[config.mk]
export PLATFORM = sky130hd
export DESIGN_NAME = sdram_port_arb
export DESIGN_NICKNAME = d
export VERILOG_FILES = /design/src/rtl/sdram_arb_pkg.sv /design/src/rtl/sdram_arb_pick.sv /design/src/rtl/sdram_port_arb.sv
export SDC_FILE = /design/constraint.sdc
export NUM_CORES = 1
export LEC_CHECK = 0
export ABC_AREA = 1
export CORE_MARGIN = 8
export CORE_UTILIZATION = 58
export CTS_CLUSTER_DIAMETER = 30
export DETAILED_ROUTE_END_ITERATION = 6
export DONT_BUFFER_PORTS = 1
export MAX_ROUTING_LAYER = met4
export PLACE_DENSITY = 0.83
export SLEW_MARGIN = 20
export SYNTH_ARGS = -nofsm -noshare
export SYNTH_HDL_FRONTEND = slang
export SYNTH_SLANG_ARGS = --single-unit
export TNS_END_PERCENT = 50
[constraint.sdc]
create_clock -name clk -period 1.4 [get_ports clk]
set_clock_uncertainty 0.05 [all_clocks]
set_input_delay 0.28 -clock clk [delete_from_list [all_inputs] [get_ports clk]]
set_output_delay 0.28 -clock clk [all_outputs]
set_load 0.005 [all_outputs]
[src/rtl/sdram_arb_pkg.sv]
// Shared types and helpers for the SDRAM port arbiter: FSM state encoding,
// the idle byte-select value and the rotating one-hot picker function.
package sdram_arb_pkg;

    typedef enum logic [1:0] {
        SYNC = 2'd0,
        IDLE = 2'd1,
        WAIT = 2'd2,
        DONE = 2'd3
    } arb_state_t;

    localparam logic [1:0] DS_NONE = 2'b11;

    // Searches start, start+1, ... modulo 8. Requesters above NUM_CLIENTS are
    // tied to zero, so the wrap behaves like a modulo-NUM_CLIENTS rotation.
    function automatic logic [2:0] onehot_pick(input logic [7:0] req, input logic [2:0] start);
        logic [2:0] result;
        logic [2:0] idx;
        logic       found;
        result = '0;
        found  = 1'b0;
        for (int k = 0; k < 8; k++) begin
            idx = start + 3'(k);
            if (!found && req[idx]) begin
                result = idx;
                found  = 1'b1;
            end
        end
        return result;
    endfunction

endpackage

[src/rtl/sdram_arb_pick.sv]
// Combinational picker: returns the first set request at or after 'start',
// wrapping around. With start tied to 0 it is a plain fixed-priority encoder.
module sdram_arb_pick
    import sdram_arb_pkg::*;
#(
    parameter int NUM_CLIENTS = 3,
    parameter int IW = (NUM_CLIENTS > 1) ? $clog2(NUM_CLIENTS) : 1
) (
    input  logic [NUM_CLIENTS-1:0] req,
    input  logic [IW-1:0]          start,
    output logic                   valid,
    output logic [IW-1:0]          idx
);

    logic [7:0] req_ext;
    logic [2:0] start_ext;
    logic [2:0] pick;

    for (genvar gi = 0; gi < 8; gi++) begin : g_req
        if (gi < NUM_CLIENTS) begin : g_used
            assign req_ext[gi] = req[gi];
        end else begin : g_pad
            assign req_ext[gi] = 1'b0;
        end
    end

    for (genvar gi = 0; gi < 3; gi++) begin : g_start
        if (gi < IW) begin : g_used
            assign start_ext[gi] = start[gi];
        end else begin : g_pad
            assign start_ext[gi] = 1'b0;
        end
    end

    assign pick  = onehot_pick(req_ext, start_ext);
    assign valid = |req;
    assign idx   = IW'(pick);

endmodule

[src/rtl/sdram_port_arb.sv]
// Shares one toggle-handshake SDRAM controller port among NUM_CLIENTS level
// requesters. Define SDRAM_ARB_RR_EN for round-robin instead of fixed priority.
module sdram_port_arb
    import sdram_arb_pkg::*;
#(
    parameter int NUM_CLIENTS = 3,
    parameter int AW          = 23
) (
    input  logic                      clk,
    input  logic                      reset,
    input  logic [NUM_CLIENTS-1:0]    cl_req,
    input  logic [NUM_CLIENTS-1:0]    cl_we,
    input  logic [NUM_CLIENTS*AW-1:0] cl_a,
    input  logic [NUM_CLIENTS*2-1:0]  cl_ds,
    input  logic [NUM_CLIENTS*16-1:0] cl_d,
    output logic [NUM_CLIENTS-1:0]    cl_ack,
    output logic [15:0]               cl_q,
    output logic                      mem_req,
    input  logic                      mem_ack,
    output logic                      mem_we,
    output logic [AW-1:0]             mem_a,
    output logic [1:0]                mem_ds,
    output logic [15:0]               mem_d,
    input  logic [15:0]               mem_q
);

    localparam int IW = (NUM_CLIENTS > 1) ? $clog2(NUM_CLIENTS) : 1;

    arb_state_t             state_q, state_d;
    logic                   mem_req_q, mem_req_d;
    logic                   mem_we_q, mem_we_d;
    logic [AW-1:0]          mem_a_q, mem_a_d;
    logic [1:0]             mem_ds_q, mem_ds_d;
    logic [15:0]            mem_d_q, mem_d_d;
    logic [15:0]            rdata_q, rdata_d;
    logic [NUM_CLIENTS-1:0] cl_ack_q, cl_ack_d;
    logic [IW-1:0]          win_q, win_d;

    logic [AW-1:0]          a_arr  [NUM_CLIENTS];
    logic [1:0]             ds_arr [NUM_CLIENTS];
    logic [15:0]            d_arr  [NUM_CLIENTS];
    logic [NUM_CLIENTS-1:0] win_onehot;

    logic                   pick_valid;
    logic [IW-1:0]          pick_idx;
    logic [IW-1:0]          pick_start;
    logic                   ack_match;
    logic                   issue;

    for (genvar gi = 0; gi < NUM_CLIENTS; gi++) begin : g_unpack
        assign a_arr[gi]      = cl_a[gi*AW +: AW];
        assign ds_arr[gi]     = cl_ds[gi*2 +: 2];
        assign d_arr[gi]      = cl_d[gi*16 +: 16];
        assign win_onehot[gi] = (win_q == IW'(gi));
    end

    assign ack_match = (mem_ack == mem_req_q);
    assign issue     = (state_q == IDLE) && pick_valid;

    sdram_arb_pick #(
        .NUM_CLIENTS (NUM_CLIENTS),
        .IW          (IW)
    ) u_pick (
        .req   (cl_req),
        .start (pick_start),
        .valid (pick_valid),
        .idx   (pick_idx)
    );

`ifdef SDRAM_ARB_RR_EN
    logic [IW-1:0] ptr_q, ptr_d;

    // Pointer moves past the winner only when a command is actually issued.
    always_comb begin
        ptr_d = ptr_q;
        if (issue) begin
            ptr_d = (pick_idx == IW'(NUM_CLIENTS - 1)) ? '0 : pick_idx + IW'(1);
        end
    end

    always_ff @(posedge clk) begin
        if (reset) begin
            ptr_q <= '0;
        end else begin
            ptr_q <= ptr_d;
        end
    end

    assign pick_start = ptr_q;
`else
    assign pick_start = '0;
`endif

    // State register (plus all datapath flops)
    always_ff @(posedge clk) begin
        if (reset) begin
            state_q   <= SYNC;
            mem_req_q <= 1'b0;
            mem_we_q  <= 1'b0;
            mem_a_q   <= '0;
            mem_ds_q  <= DS_NONE;
            mem_d_q   <= '0;
            rdata_q   <= '0;
            cl_ack_q  <= '0;
            win_q     <= '0;
        end else begin
            state_q   <= state_d;
            mem_req_q <= mem_req_d;
            mem_we_q  <= mem_we_d;
            mem_a_q   <= mem_a_d;
            mem_ds_q  <= mem_ds_d;
            mem_d_q   <= mem_d_d;
            rdata_q   <= rdata_d;
            cl_ack_q  <= cl_ack_d;
            win_q     <= win_d;
        end
    end

    // Next-state logic. SYNC absorbs a controller whose ack register was not
    // reset, or a reset that interrupted a transaction.
    always_comb begin
        state_d = state_q;
        case (state_q)
            SYNC:    if (ack_match)  state_d = IDLE;
            IDLE:    if (pick_valid) state_d = WAIT;
            WAIT:    if (ack_match)  state_d = DONE;
            DONE:                    state_d = IDLE;
            default:                 state_d = SYNC;
        endcase
    end

    // Output / datapath logic
    always_comb begin
        mem_req_d = mem_req_q;
        mem_we_d  = mem_we_q;
        mem_a_d   = mem_a_q;
        mem_ds_d  = mem_ds_q;
        mem_d_d   = mem_d_q;
        rdata_d   = rdata_q;
        win_d     = win_q;
        cl_ack_d  = '0;
        if (issue) begin
            mem_req_d = ~mem_req_q;
            mem_we_d  = cl_we[pick_idx];
            mem_a_d   = a_arr[pick_idx];
            mem_ds_d  = ds_arr[pick_idx];
            mem_d_d   = d_arr[pick_idx];
            win_d     = pick_idx;
        end
        // The ack flop is loaded on the match edge so it is high for the DONE cycle.
        if ((state_q == WAIT) && ack_match) begin
            cl_ack_d = win_onehot;
            if (!mem_we_q) begin
                rdata_d = mem_q;
            end
        end
    end

    assign cl_ack  = cl_ack_q;
    assign cl_q    = rdata_q;
    assign mem_req = mem_req_q;
    assign mem_we  = mem_we_q;
    assign mem_a   = mem_a_q;
    assign mem_ds  = mem_ds_q;
    assign mem_d   = mem_d_q;

endmodule

# Yosys cells after proc, flatten, opt, wreduce, memory -nomap -nowiden
# Index checks and enable logic that the tools add are counted.
# op_classes
n_shift	0
reduce_logical	12
n_div	0
addsub	0
n_bitwise	4
mul	0
order_cmp	2
n_eq_ne	9
muxes	19
# ops
op	count
binary-select mux 23 bit (select 2 bit)	1
2-to-1 mux 23 bit	2
binary-select mux 16 bit (select 2 bit)	1
2-to-1 mux 16 bit	2
2-to-1 mux 2 bit	6
case mux 2 bit (4 select lines)	1
== test 2 bit (second input constant)	3
inequality test 2 bit (second input constant)	3
binary-select mux 2 bit (select 2 bit)	1
== test 2 x 1 -> 1 bit (second input constant)	2
logical AND 1 bit	4
zero test 2 bit	2
2-to-1 mux 1 bit	4
greater-or-equal comparator 3 bit (second input constant)	1
< comparator 2 x 3 -> 1 bit (second input constant)	1
inverter 1 bit	3
inverter 2 -> 3 bit	1
AND reduction 3 bit	1
OR reduction 3 bit	1
binary-select mux 1 bit (select 2 bit)	1
zero test 1 bit	2
AND reduction 2 bit	1
OR reduction 2 bit	1
== test 1 bit	1
# word_totals
ramBits	0
memories	0
register_bits	66
output_inout_bits	62
rom_bits	0
latch_bits	0

# Depth between registers and ports, before layout
# logic_depth
ltp_word	11
depth_mapped	9

# By module
# Synthesis repeated with hierarchy kept, for this count alone.
# hier_totals
cells_unflattened	540
hier_area_um2	3722.3
# modules_own_cells
module	cells_per_inst	n_inst	area_each_um2
sdram_port_arb	485	1	3424.5
sdram_arb_pick	55	1	297.8

# Worst setup path before layout
# Ideal clock, no wire load.
# synth_timing
path_kind	reg-to-reg
startpoint	register state_q[0]
endpoint	register rdata_q[10], in the netlist cl_q[10]
setup_time_ps	110
path_slack_ps	52
arrival_time_ps	1188
path_stages_with_launch	9
path_cell_list	dfxtp_1 inv_1 ha_1 buf_2 nand3_2 buf_2 nand2_1 inv_1 nor2_1
# synth_between
elab_chain_cells	3
# synth_lines
element	line_no	source
start, declared	sdram_port_arb.sv:29	arb_state_t state_q, state_d;
start signal, assigned	sdram_port_arb.sv:107	state_q <= state_d;
== test 2 bit	sdram_port_arb.sv:151	if ((state_q == WAIT) && ack_match) begin
logical AND 1 bit	sdram_port_arb.sv:151	
AND reduction 2 bit (no source line)	n/a	
end signal, assigned	sdram_port_arb.sv:113	rdata_q <= rdata_d;
end, declared	sdram_port_arb.sv:35	logic [15:0] rdata_q, rdata_d;
# No other way between the ends.
# A chain may end at the register's enable or synchronous reset.

# Worst setup path after layout
# layout_timing
startpoint	register state_q[0]
endpoint	register state_q[0]
# layout_between
elab_chain_cells	3
elab_cells_between_ends	9
# layout_lines
element	line_no	source
== test 2 bit (tied with other cells)	sdram_port_arb.sv:123	case (state_q)
inequality test 2 bit (no source line)	n/a	
AND reduction 3 bit (no source line)	n/a	
# Several ways; a longest one is shown, not always the timed one.

==> qor.yml <==
run_status:
  run_status: "finished clean"
yosys:
  postSynthCellCount: 762
  synthAdderAreaFrac_pct: 1.18
  synthXorXnorAreaFrac_pct: 0
  synth_top_family_by_area: "simple AND/OR/NAND/NOR gates"
  synth-compound-area-share_pct: 5.56
  yosys.area_share.simple_pct: 37.4
  synth_area_per_cell_um2: 5.55
  synthArstFlopShare_pct: 0
  yosys_warnings: 0
  synth_fp_nets: 914
  synth_seq_cells: 66
  yosys.cell_types.count: 19
  ys_seq_area_share_pct: 31.2
  synthFlopType: "dfxtp_1"
  syn_area_um2: 4230
  synthMuxAreaShare_pct: 0
  synth_edf_count: 0
drt:
  drt-wirelength-per-cell_um: 13.8
  drt_pass1_iterations: 4
  wirelength_um: 11900
  viasPerCell: 4.88
  num_vias: 4208
  final_antenna_net_count: 0
  drtIter0Drc: 155
  drc: 0
die:
  io_pins: 210
  core-area_um2: 7180
  die_h_um: 101
  dieArea_um2: 10300
  rows: 31
  fp.dieW_um: 101
  start_util_pct: 59.0
clock_tree:
  clkTransAtPathRegs_ns: 0.07
  cts_sinks: 66
  h-tree-depth: 3
  root_buffer: "clkbuf_8"
  cts_tree: "built"
  postCtsSetupRepairBufs: 0
  clk_path_buf_depth: 2
  numCtsBuffers: 9
  clkLatencyLatePin_ns: 0.33
power_and_ir_drop:
  irDropWorstVdd_v: 0.000627
  switching_share_pct: 38.8
  p_switching_w: 0.00297
  clkPwrFrac_pct: 23.6
  power.leakage_nw: 2.87
  totalPowerFinal_w: 0.00767
  pwr-share-comb_pct: 37.5
  p_int_w: 0.00470
  power_density_nw_per_um2: 1630
  seq_power_share_pct: 39.0
global_route:
  grt_overflow: 0
  grt_max_degree: 47
  grtUsageTotal_pct: 22.3
  grt_pass1_vias: 3955
  grt_pass1_wl_um: 17900
  antenna_found_initial: 0
critical_path:
  cp-end-kind: "flip-flop"
  critPathLaunchType: "flip-flop"
  cpPeakStageDelay_ns: 0.41
  crit_chain: "inv_1 -> ha_1 -> inv_1 -> nand2_1 -> nand3_2 -> nand3_1 -> nand2_1 -> nor2_1"
  critPathArrivalTime_ns: 1.49
  cp_data_required_time_ns: 1.57
  crit_type: "flip-flop to flip-flop"
  cp_max_fo: 4
  critPathSlowestCell: "dfxtp_2"
final_layout:
  diodes: 0
  final_cell_count_no_fill: 862
  fill_cells: 648
  num-nets-final: 910
  drive_gt1_share_pct: 6.68
  area_delta_synth_final_pct: 11.2
place:
  place.gp.congestion: 0.884
  port_buffers: 0
  dpl.hpwl_um: 8950
  place_inst: 843
run:
  maxCapViolations: 0
timing:
  min_period_over_period_pct: 93.7
  slew_headroom_pct: 71.8
  worst_slew_pin_slew_ns: 0.423
  finalHoldViolCount: 0
  setup_viol: 0
  final-max-slew-violation-count: 0
  clock.fmax_mhz: 763
  period_minus_slack_ns: 1.31
hold_path:
  worstHoldPathType: "primary input to flip-flop"
## sequential cells by signal (all words and copies together), names as in the netlist
signal,cells
cl_ack,3
cl_q,16
mem_a,23
mem_d,16
mem_ds,2
mem_req,1
mem_we,1
state_q,2
win_q,2
## metrics by stage
stage | setup TNS (ns) | worst slack (ns) | hold slack, ns | area, µm² | util, %
after CTS | 0 | 0.00333 | 0.0468 | 4600 | 64.1
after floorplan | 0 | 0.0518 | 0.299 | 4230 | -
after global placement | 0 | 0.0695 | 0.301 | 4360 | 60.8
final | 0 | 0.0886 | 0.0645 | 4700 | 65.6
after global routing | -0.0110 | -0.0110 | 0.0609 | 4700 | 65.6
after detailed placement | 0 | 0.0271 | 0.303 | 4360 | 60.8
## power by group through the flow
stage	logic, W	registers (W)	clock network (W)
global placement	0.00249	0.00300	0
floorplan	0.00211	0.00282	0
finish	0.00287	0.00299	0.00181
global route	0.00331	0.00305	0.00196
CTS	0.00262	0.00298	0.00184
detailed placement	0.00261	0.00302	0
## Yosys cell counts, types with 2 or more instances
cell      instances  area share, %
nand2_1         213             19
nand4_1          16            2.4
nor2_1          103            9.1
clkbuf_1          8           0.71
inv_1           218             19
nand3_1          49            5.8
nand2_2           2           0.30
buf_4             7            1.2
nor3_1            2           0.24
a21oi_1          47            5.6
ha_1              4            1.2
dfxtp_1          66             31
buf_6             4            1.1
buf_2            18            2.1
## worst max-delay path, delay by kind of cell (launching register included)
family	cells	cell delay, ns
adder cells (fa/ha/maj)	1	0.21
buffers and inverters	2	0.16
flip-flops	1	0.41
AND/OR/NAND/NOR	5	0.37
## worst paths after layout
path              startpoint          to  slack (ns)  cells past startpoint
hold reg to reg     win_q[1]   cl_ack[0]        0.43                      1
setup / recovery  state_q[0]  state_q[0]        0.09                      8
setup reg to reg  state_q[0]  state_q[0]        0.09                      8
hold / removal     cl_req[2]    win_q[1]        0.06                      2
## final cells by class
type	instances	area, µm²	area share, %
Clock inverter	6	90.1	1.91
Sequential cell	66	1320	28.1
Clock buffer	10	138	2.93
Multi-Input combinational cell	439	1930	40.9
Tap cell	99	124	2.63
Inverter	220	826	17.6
Timing Repair Buffer	22	278	5.90
## layout by cell type, fill, tap and decap left out
master and n:
nor3_1 2, dlygate4sd3_1 1, clkbuf_16 2, nand3_1 47, a21oi_2 1, inv_1 218
dfxtp_2 2, nand3_2 2, buf_4 13, clkinv_1 1, nand2_4 1, a21oi_1 46
ha_1 2, nand3_4 1, inv_2 1, dfxtp_1 64, buf_12 6, clkinv_2 1
nand2_1 212, nor2_4 2, bufinv_16 2, clkinv_4 2, nor2_1 103, clkbuf_8 10
ha_4 2, nand4_1 16, clkinvlp_4 1, nand2_2 2
## cell families after synthesis
family	count (synthesis)
buf+inv	257
simple gates	388
fa+ha+maj	4
flops	66
compound gates	47
## metal layers
metal	track usage, %	up-vias	wire length [µm]
met1	24.4	1804	4700
li1	-	2169	-
met3	6.94	20	1130
met2	36.8	215	5790
met5	-	-	0
met4	9.39	0	271
## repair_timing
action	in CTS	in global routing
hold buffers	1	0
setup endpoints to repair	0	54
endpoints found under the hold margin	5	0
gates resized for setup	0	11
(Power assumes the default switching activity.)
==> RTL change 1, RTL diff (same flow settings) <==
`NUM_CLIENTS` is set to 3 in 2 places; all go to 5.
--- a/src/rtl/sdram_arb_pick.sv
+++ b/src/rtl/sdram_arb_pick.sv
@@ -5,3 +5,3 @@
 #(
-    parameter int NUM_CLIENTS = 3,
+    parameter int NUM_CLIENTS = 5,
     parameter int IW = (NUM_CLIENTS > 1) ? $clog2(NUM_CLIENTS) : 1
--- a/src/rtl/sdram_port_arb.sv
+++ b/src/rtl/sdram_port_arb.sv
@@ -5,3 +5,3 @@
 #(
-    parameter int NUM_CLIENTS = 3,
+    parameter int NUM_CLIENTS = 5,
     parameter int AW          = 23
Interface: changed (6 resized); port bits go from 210 to 298. The function was not compared with the original's and may differ.
==> RTL change 1 against the unedited design <==
Sequential power is 6% higher; power increased by 0.37%; cell area grew 2.7%; non-clock buffer count is 16 higher; sequential cell count up 3; worst setup slack got worse by 0.049 ns; combinational power shrank 9.4%; wire length up 37%; synthesized area decreased by 0.47%; largest power group unchanged.
==> RTL change 1: results (changes against the unedited design) <==
[pwr]
leakage_uw = 0.00220  ; -23%
p_sw_uw = 2830  ; -4.7%
p_comb_uw = 2600  ; -9.4%
ir_worst_vdd_uv = 901  ; +44%

[placed_design]
dp_hpwl_mm = 12.4  ; +39%
placedCellCount = 754  ; -11%
gp_congestion = 0.958  ; +8.4%

[global_route]
grt_pass1_wl_mm = 23.3  ; +30%
grt_max_degree = 54  ; +15%
track_usage_pct = 29.5  ; +7.2 points
met3_usage_pct = 9.48  ; +2.5 points

[layout]
seq_cells = 69  ; +4.5%
layout-drive-gt1-share_pct = 11.2  ; +4.6 points
multi_input_area_um2 = 2390  ; +24%
register_area_um2 = 1380  ; +4.5%
signal_buffers = 38  ; +73%
nFillCells = 629  ; -2.9%
buf_share_pct = 9.89  ; +4.0 points
multi_input_gates = 497  ; +13%

[setup_path]
critPathSlowestCell = dfxtp_1
rr_endpoint = cl_q[5]
ff2ff_setup_slack_ns = 0.04  ; -0.05 ns
reg2reg_depth = 6  ; -2
path_max_fanout = 8  ; +4
cp.arrival_ns = 1.54  ; +0.05 ns
cp-startpoint = mem_req

[drt]
wl_per_cell_um = 21.0  ; +52%
dr_wl_met3_mm = 1.85  ; +64%
wl_met2_mm = 8.16  ; +41%
drtIter0Drc = 301  ; +94%
via_per_inst = 6.28  ; +29%
met1_length_mm = 5.57  ; +18%

[synthesis]
synthDistinctLibCells = 23  ; +4
synth_xor_area_share_pct = 0.208  ; +0.21 points
synthTopCellsByArea = dfxtp_1, nand3_1, nand2_1, a21oi_1, o21ai_0
yosys-top-cells-count = nand2_1, nand3_1, a21oi_1, dfxtp_1, o21ai_0
synth_compound_area_share_pct = 19.8  ; +14 points

[run_status]
status = completed

[hold_path]
worstHoldStart = reset

[sta]
slew_headroom_pct = 82.6  ; +11 points

RTL change 1: cell count changes after synthesis, moves of 4 or more:
cell	before	now
nor2_1	103	5
buf_4	7	15
buf_6	4	0
or2_2	0	5
clkbuf_1	8	21
nand4_1	16	0
nor4_1	0	4
o21ai_0	0	58
a21oi_1	47	99
inv_1	218	53
nand3_1	49	137
nand2_1	213	170
o21ai_1	0	7
RTL change 1: metrics by stage:
stage	util, %	instance area, µm²	TNS [ns]	total power, µW	hold WS (ns)
6_report	67.7	4830	0	7700	0.0202
5_1_grt	67.7	4830	-0.0331	8120	0.00666
4_1_cts	65.8	4700	0	7380	0.00131
3_5_place_dp	62.3	4450	-0.103	5430	0.304
3_3_place_gp	62.3	4450	0	5320	0.300
2_1_floorplan	-	4210	0	4570	0.299
RTL change 1: critical path, delay by kind of cell, from the launching register on:
family	cells	cell delay (ns)
flops	1	0.35
buf+inv	2	0.33
xor+xnor	1	0.24
compound gates	2	0.19
simple gates	1	0.10
==> RTL change 2, RTL diff (config.mk and constraints unchanged) <==
Without the edit above. Re-encode `arb_state_t` (4 states) as Gray code, 2 bits wide.
--- a/src/rtl/sdram_arb_pkg.sv
+++ b/src/rtl/sdram_arb_pkg.sv
@@ -5,6 +5,6 @@
     typedef enum logic [1:0] {
-        SYNC = 2'd0,
-        IDLE = 2'd1,
-        WAIT = 2'd2,
-        DONE = 2'd3
+        SYNC = 2'b00,
+        IDLE = 2'b01,
+        WAIT = 2'b11,
+        DONE = 2'b10
     } arb_state_t;
Check against the original RTL: no difference found for any inputs over 10 cycles, from zero or initial values and one cycle with reset high; not proved beyond that.
==> RTL change 2 against the unedited design <==
Wire length fell by 5.5%; highest routed layer unchanged; critical path type unchanged; synthesized cell count down 1.0%; via count fell by 2.7%; non-clock buffer count decreased by 8; synthesized area fell by 2.1%; count of clock-buffer cells in the layout is 1 lower; worst setup slack gained 0.064 ns; cell area down 4.7%; sequential cell count stayed put.
Power is not compared: it rests on default switching activity, and its combinational part moved more than twofold at a synthesized area within 25%.
==> RTL change 2: results (changes against the unedited design) <==
[placed_design]
dp_slack_ns = 0.0921  ; +0.0649 ns
place_area_um2 = 4240  ; -2.8%
port_buffers = 0  ; unchanged
gp_congestion = 0.823  ; -6.8%
dp_hpwl_mm = 8.42  ; -6.0%

[synthesis]
synthTopCellsByArea = dfxtp_1, inv_1, nand2_1, nor2_1, a21oi_1
synthDistinctLibCells = 20  ; +1
synth-seq-area-share_pct = 31.9  ; +0.68 points
synth_nets = 902  ; -1.3%
yosys-top-cells-count = inv_1, nand2_1, nor2_1, dfxtp_1, a21oi_1
postSynth.asyncResetShare_pct = 0  ; unchanged
synth_edf_count = 0  ; unchanged

[drt]
drtIter0Drc = 127  ; -18%
via_per_inst = 4.83  ; -0.96%
wirelength_mm = 11.2  ; -5.5%

[layout]
multi_input_area_um2 = 1820  ; -5.3%
layout-drive-gt1-share_pct = 5.21  ; -1.5 points
fin_nets = 891  ; -2.1%
nFillCells = 667  ; +2.9%

[run_status]
status = completed

[global_route]
track_usage_pct = 22.2  ; -0.16 points
grt_pass1_wl_mm = 17.8  ; -1.0%
antenna_found_initial = 0  ; unchanged
first_global_vias = 3892  ; -1.6%
grt_max_degree = 63  ; +34%

[hold_path]
min_to = cl_ack[1]
worstHoldStart = reset
worstHoldPathCells = 3  ; +1
min_path_type = in -> reg

[pwr]
ir_worst_vdd_uv = 565

[clock_network]
cts_tree = built
clkTransAtPathRegs_ns = 0.07  ; about the same
cts_setup_buffers = 0  ; unchanged
clkLatencyLatePin_ns = 0.33  ; about the same
ctsResizeCount = 0  ; unchanged

[setup_path]
cp.arrival_ns = 1.42  ; -0.07 ns
path_max_fanout = 56  ; +52
slowest_delay_ns = 0.35  ; -0.06 ns
reg2reg_depth = 6  ; -2
rr_endpoint = mem_d[5]
cp_top_family = simple AND/OR/NAND/NOR gates
r2r_start = state_q[0]

[sta]
layout_setup_ws_ns = 0.153  ; +0.0643 ns
worstMarginPinSlew_ns = 0.358  ; -0.0648 ns

## RTL change 2: cell types whose count changed in the layout (fill, tap and decap cells not counted), sizes merged, moves of 3 or more
| cell | change |
|---|---|
| a21oi | -3 |
| buf | -6 |
| clkbuf | -3 |
| ha | -4 |
| nand3 | -6 |
| nor2 | +5 |
## RTL change 2: routing by layer
metal | up-vias | part of all wire (%) | global-route usage (%)
met5 | - | 0 | -
met3 | 20 | 7.5 | 6.28
met2 | 134 | 50 | 36.9
met4 | 0 | 2.2 | 9.42
li1 | 2119 | - | -
met1 | 1822 | 40 | 24.3
## RTL change 2: where the power goes
part	internal, µW	switching [µW]	total (µW)
clock	1000	777	1780
combinational	360	593	953
sequential	2050	154	2200
total	3410	1520	4930
## RTL change 2: layout make-up
class | instances | share of cell area, %
Timing Repair Buffer | 14 | 3.80
Multi-Input combinational cell | 432 | 40.7
Clock inverter | 7 | 2.07
Tap cell | 99 | 2.76
Inverter | 220 | 18.4
Sequential cell | 66 | 29.5
Clock buffer | 9 | 2.76
## RTL change 2: kinds of logic (layout without fill, tap and decap cells)
kind of cell,count (synthesis),after routing,share of synthesized area [%]
AND/OR/NAND/NOR,386,386,37.9
buffers and inverters,256,250,24.6
flip-flops,66,66,31.9
AO/OA/AOI/OAI,46,46,5.62
## RTL change 2: per-stage QoR
step | hold slack [ns] | power [µW] | instances
after global routing | 0.0292 | 5240 | 847
after CTS | 0.0350 | 4970 | 847
final | 0.0452 | 4930 | 847
after global placement | 0.300 | 3140 | 830
after detailed placement | 0.303 | 3190 | 830
after floorplan | 0.299 | 2960 | 754
## RTL change 2: worst min-delay path, cell delays in order
cell     delay, ns
nor2_1        0.03
nand2_1       0.05
nor2_1        0.03
